<file path="config.mk">
export PLATFORM = sky130hd
export DESIGN_NAME = rca_wb_arbiter
export DESIGN_NICKNAME = d
export VERILOG_FILES = /design/src/rtl/rca_wb_pkg.sv /design/src/rtl/rca_wb_fifo.sv /design/src/rtl/rca_wb_arbiter.sv
export SDC_FILE = /design/constraint.sdc
export NUM_CORES = 1
export LEC_CHECK = 0
export ABC_AREA = 1
export BUFFER_PORTS_ARGS = -buffer_cell sky130_fd_sc_hd__buf_2
export CAP_MARGIN = 20
export CORE_MARGIN = 3
export CORE_UTILIZATION = 61
export DETAILED_ROUTE_END_ITERATION = 8
export GPL_ROUTABILITY_DRIVEN = 0
export PLACE_DENSITY_LB_ADDON = 0.12
export SYNTH_ARGS = -nofsm -noshare
export SYNTH_HDL_FRONTEND = slang
export SYNTH_SLANG_ARGS = --single-unit
</file>
<file path="constraint.sdc">
create_clock -name clk -period 8.65 [get_ports clk]
set_clock_uncertainty 0.05 [all_clocks]
set_input_delay 1.73 -clock clk [delete_from_list [all_inputs] [get_ports clk]]
set_output_delay 1.73 -clock clk [all_outputs]
set_load 0.005 [all_outputs]
</file>
<file path="src/rtl/rca_wb_pkg.sv">
// rca_wb_pkg: shared writeback entry type and default sizing for the RCA writeback arbiter
package rca_wb_pkg;
   localparam int RCA_WB_DEPTH = 4;
   localparam int NUM_RCA_COMMIT = 2;
   localparam int RCA_WB_ID_W = 3;
   typedef logic [RCA_WB_ID_W-1:0] id_t;
   typedef struct packed {
      logic [4:0]  rd;
      id_t         id;
      logic [31:0] data;
   } rca_wb_entry_t;
endpackage

</file>
<file path="src/rtl/rca_wb_fifo.sv">
// rca_wb_fifo: single-channel result FIFO with occupancy count and synchronous flush
module rca_wb_fifo #(
   parameter int W = 40,
   parameter int DEPTH = 4,
   localparam int NW = $clog2(DEPTH + 1)
) (
   input  logic          clk,
   input  logic          rst,
   input  logic          flush,
   input  logic          push,
   input  logic          pop,
   input  logic [W-1:0]  wdata,
   output logic [W-1:0]  rdata,
   output logic [NW-1:0] count
);
   localparam int AW = $clog2(DEPTH);
   logic [W-1:0]  mem [DEPTH];
   logic [AW-1:0] wr_ptr, rd_ptr;
   // pointers wrap naturally at DEPTH because DEPTH is a power of two
   always_ff @(posedge clk or negedge rst)
      if (!rst) begin
         wr_ptr <= '0;
         rd_ptr <= '0;
         count  <= '0;
      end else if (flush) begin
         wr_ptr <= '0;
         rd_ptr <= '0;
         count  <= '0;
      end else begin
         if (push) wr_ptr <= wr_ptr + 1'b1;
         if (pop) rd_ptr <= rd_ptr + 1'b1;
         count <= count + NW'(push) - NW'(pop);
      end
   // storage needs no reset; heads are only observed when count is non-zero
   always_ff @(posedge clk)
      if (push) mem[wr_ptr] <= wdata;
   assign rdata = mem[rd_ptr];
endmodule

</file>
<file path="src/rtl/rca_wb_arbiter.sv">
// rca_wb_arbiter: buffers per-channel RCA results and retires up to NUM_COMMIT per cycle round-robin (RCA_WB_BYPASS_EN enables zero-latency grant of empty channels)
module rca_wb_arbiter
   import rca_wb_pkg::*;
#(
   parameter int NUM_CHANNELS = 4,
   parameter int NUM_COMMIT = NUM_RCA_COMMIT,
   parameter int DEPTH = RCA_WB_DEPTH,
   parameter int ID_W = RCA_WB_ID_W,
   localparam int PW = $clog2(NUM_CHANNELS * DEPTH + 1)
) (
   input  logic                                 clk,
   input  logic                                 rst,
   input  logic                                 flush,
   input  logic [NUM_CHANNELS-1:0]              ch_valid,
   output logic [NUM_CHANNELS-1:0]              ch_ready,
   input  logic [NUM_CHANNELS-1:0][4:0]         ch_rd,
   input  logic [NUM_CHANNELS-1:0][ID_W-1:0]    ch_id,
   input  logic [NUM_CHANNELS-1:0][31:0]        ch_data,
   output logic [NUM_COMMIT-1:0]                retired,
   output logic [NUM_COMMIT-1:0][4:0]           retired_rd,
   output logic [NUM_COMMIT-1:0][ID_W-1:0]      retired_id,
   output logic [NUM_COMMIT-1:0][31:0]          retired_data,
   output logic [PW-1:0]                        pending
);
   localparam int CW = NUM_CHANNELS > 1 ? $clog2(NUM_CHANNELS) : 1;
   localparam int EW = 5 + ID_W + 32;
   localparam int NW = $clog2(DEPTH + 1);
   logic [NUM_CHANNELS-1:0][EW-1:0] head, cand;
   logic [NUM_CHANNELS-1:0][NW-1:0] count;
   logic [NUM_CHANNELS-1:0]         avail, grant, push, pop, byp;
   logic [CW-1:0]                   rr_ptr, rr_next;
   for (genvar c = 0; c < NUM_CHANNELS; c++) begin : g_ch
      assign ch_ready[c] = count[c] != NW'(DEPTH) && !flush;
`ifdef RCA_WB_BYPASS_EN
      assign byp[c]  = rst && count[c] == '0 && ch_valid[c] && ch_rd[c] != 5'd0;
      assign cand[c] = count[c] != '0 ? head[c] : {ch_rd[c], ch_id[c], ch_data[c]};
`else
      assign byp[c]  = 1'b0;
      assign cand[c] = head[c];
`endif
      assign avail[c] = count[c] != '0 || byp[c];
      assign pop[c]   = grant[c] && count[c] != '0;
      assign push[c]  = ch_valid[c] && ch_ready[c] && ch_rd[c] != 5'd0 && !(byp[c] && grant[c]);
      rca_wb_fifo #(.W(EW), .DEPTH(DEPTH)) u_fifo (
         .clk   (clk),
         .rst   (rst),
         .flush (flush),
         .push  (push[c]),
         .pop   (pop[c]),
         .wdata ({ch_rd[c], ch_id[c], ch_data[c]}),
         .rdata (head[c]),
         .count (count[c])
      );
   end
   // scan channels from rr_ptr and hand the first NUM_COMMIT ready heads to ports in scan order
   always_comb begin
      int n, idx;
      n = 0;
      idx = 0;
      grant = '0;
      retired = '0;
      retired_rd = '0;
      retired_id = '0;
      retired_data = '0;
      rr_next = rr_ptr;
      for (int k = 0; k < NUM_CHANNELS; k++) begin
         idx = int'(rr_ptr) + k;
         idx = idx >= NUM_CHANNELS ? idx - NUM_CHANNELS : idx;
         if (!flush && avail[idx] && n < NUM_COMMIT) begin
            grant[idx] = 1'b1;
            retired[n] = 1'b1;
            {retired_rd[n], retired_id[n], retired_data[n]} = cand[idx];
            rr_next = idx == NUM_CHANNELS - 1 ? '0 : CW'(idx + 1);
            n++;
         end
      end
   end
   // round-robin pointer and total occupancy track the FIFOs edge by edge
   always_ff @(posedge clk or negedge rst)
      if (!rst) begin
         rr_ptr  <= '0;
         pending <= '0;
      end else begin
         rr_ptr  <= rr_next;
         pending <= flush ? '0 : pending + PW'($countones(push)) - PW'($countones(pop));
      end
endmodule

</file>
==> reports/qor.yml <==
cts_root_buffer: "clkbuf_16"
relSlewSlack_pct: 21.85
fmax_ghz: 0.1374
synthTopCellsByArea: "edfxtp_1 58%, nand2_1 19%, nand3_1 8.7%"
nFillCells: 4205
ys_types: 29
core_um2: 54030
drt_wl_total_mm: 90.84
min_path_type: "reg -> reg"
setup_slack_ns: 1.374
synth_nets: 3935
drt_iter0_drc: 3072
area_delta_synth_final_pct: 11.44
mostFrequentLayoutCells: "1,700 x nand2_1, 640 x edfxtp_1, 581 x nand3_1"
cp_slowest_cell: "inv_2"
status: "finished clean"
crit_family: "buffers and inverters"
clockBufferDepth: 3
cts_tree: "built"
period_share_pct: 84.11
layout-drive-gt1-share_pct: 11.60
rsz0062_at_grt: "no"
synth_area_leader_cell: "edfxtp_1"
path_buf_inv: 8
ys_seq_area_share_pct: 60.19
grt_overflow: 0
drv_slew: 0
wl_per_cell_um: 19.66
syn_area_per_cell_um2: 8.994
criticalPathCategory: "in -> out"
clk_pin_slew_worst_paths_ns: 0.06
synth_cells: 3712
synth_compound_gate_area_share_pct: 2.252
cts.repair.resized: 0
ios: 258
cts_max_level: 3
synth_xor_area_share_pct: 0.2623
cts-buffers-inserted: 70
vdd_drop_max_v: 0.0004826
die_w_um: 239.9
place_hpwl_mm: 58.47
min_period_ns: 7.276
numClockSinks: 675
portBuffers: 257
power_leakage_nw: 15.69
syn-cell-area_um2: 33380
fin_setup_tns_ns: 0
first_pass_iters: 6
vias: 26500
track_usage_pct: 31.06
tightest_slew_ns: 1.170
ant_nets: 0
vias_per_cell: 5.737
die_area_um2: 57570
die_height_um: 239.9
antenna_found_initial: 19
std_cell_rows: 85
cp_slowest_stage_delay_ns: 0.68
cp.arrival_ns: 5.50
grt_max_degree: 250
layout.nets: 4083
ys.warnings.count: 0
synth_simple_gate_area_share_pct: 30.74
cts_setup_buffers: 0
synth_seq_cells: 675
drv_cap: 0
worstSetupEndpointType: "primary output"
final_common_cell: "nand2_1"
final-seq-area_um2: 20100
multiInputGateArea_um2: 12000
pre_cts_ws_ns: 1.261
cp_max_fo: 40
synth_top_family_by_area: "simple AND/OR/NAND/NOR gates"
power_density_nw_per_um2: 387.8
drc_errors: 0
start_util_pct: 61.79
grt_pass1_wl_mm: 134.7
hold_violations: 0
ctsHoldBuffers: 0
synthAdderAreaFrac_pct: 2.324
path_cells: "buf_2, inv_1, buf_4, nand3_2, inv_2, ha_1, nor2_1, nand3_2, fa_1, inv_1, nor2_1, nand3_2, inv_2, nand2_2, inv_2, nand2_1, nand2_1, buf_2"
muxShareOfSynthArea_pct: 0
synth_top_area_share_pct: 57.57
setup_viol: 0
worst_setup_path_start_kind: "input port"
insertion_delay_ns: 0.61
grt_pass1_vias: 23350
cp_data_required_time_ns: 6.87
## flip-flops by register name, summed over array words and instances (netlist names)
| signal | flops |
|---|---|
| g_ch.u_fifo.mem | 640 |
| g_ch.u_fifo.count | 12 |
| g_ch.u_fifo.rd_ptr | 8 |
| g_ch.u_fifo.wr_ptr | 8 |
| pending | 5 |
| rr_ptr | 2 |
## synth_stat cells
master and instances:
buf_6 5, nand2_1 1700, fa_1 10, nor3b_1 4, nand3_2 4, xor2_1 6, nand3_4 1, buf_4 6
nand2_2 6, nand4_1 25, a21o_1 1, buf_2 99, nor2_1 164, a22o_1 1, nand2_4 1, o21ai_0 96
a21oi_1 51, xnor2_1 4, buf_1 11, edfxtp_1 640, nor2_4 3, nor3_1 4, inv_2 11, nand3_1 581
clkbuf_1 104, dfrtp_1 35, ha_1 46, nor2_2 2, inv_1 91
## through the flow
step                area [um2]  instances  hold WS [ns]  util (%)  total power [mW]
floorplan                33380       3712        0.4654         -             8.847
global placement         34990       4484        0.4926     64.76             11.23
detailed placement       34990       4484        0.5033     64.76             11.31
CTS                      37180       4611        0.5191     68.82             14.20
global route             37200       4619        0.5596     68.86             15.31
finish                   37200       4620        0.5238     68.86             14.43
## where the power goes
part	switching, mW	internal [mW]	total (mW)
Clock	1.22	1.67	2.89
Combinational	5.45	2.18	7.63
Sequential	0.0754	3.83	3.91
Total	6.74	7.68	14.4
## path summary, 6_finish.rpt
kind	from	to	slack [ns]	cells after the start
worst max-delay path	flush	retired_id[1]	1.37	18
worst min-delay path	g_ch[2].u_fifo.wr_ptr[1]$_DFFE_PN0P_	g_ch[2].u_fifo.wr_ptr[1]$_DFFE_PN0P_	0.52	1
worst max register to register	rr_ptr[0]$_DFFE_PN0P_	pending[3]$_DFF_PN0_	2.01	25
worst min register to register	g_ch[2].u_fifo.wr_ptr[1]$_DFFE_PN0P_	g_ch[2].u_fifo.wr_ptr[1]$_DFFE_PN0P_	0.52	1
max in group asynchronous	rst	rr_ptr[0]$_DFFE_PN0P_	6.70	1
min in group asynchronous	rst	g_ch[1].u_fifo.wr_ptr[1]$_DFFE_PN0P_	1.19	1
## kinds of logic after synthesis
logic type | after synthesis
AOI/OAI and AO/OA | 149
xor gates and xnor gates | 10
adders and majority gates | 56
buffers and inverters | 327
DFF | 675
and+or+nand+nor | 2495
## area by class of cell
class	instances	share of cell area [%]
tap	696	2.341
multi-input combinational	2710	32.26
inverter	102	1.029
antenna	9	0.06054
timing repair buffer	301	4.379
clock inverter	38	0.8206
clock buffer	89	5.072
sequential	675	54.04
## per-layer routing
metal / track usage [%] / vias up / part of all wire (%)
met1: 41.01 / 12190 / 38
met5: 0 / - / 0.14
met2: 48.20 / 1350 / 46
li1: - / 12700 / -
met4: 13.61 / 20 / 4.9
met3: 9.268 / 246 / 11
(Power assumes the default switching activity.)
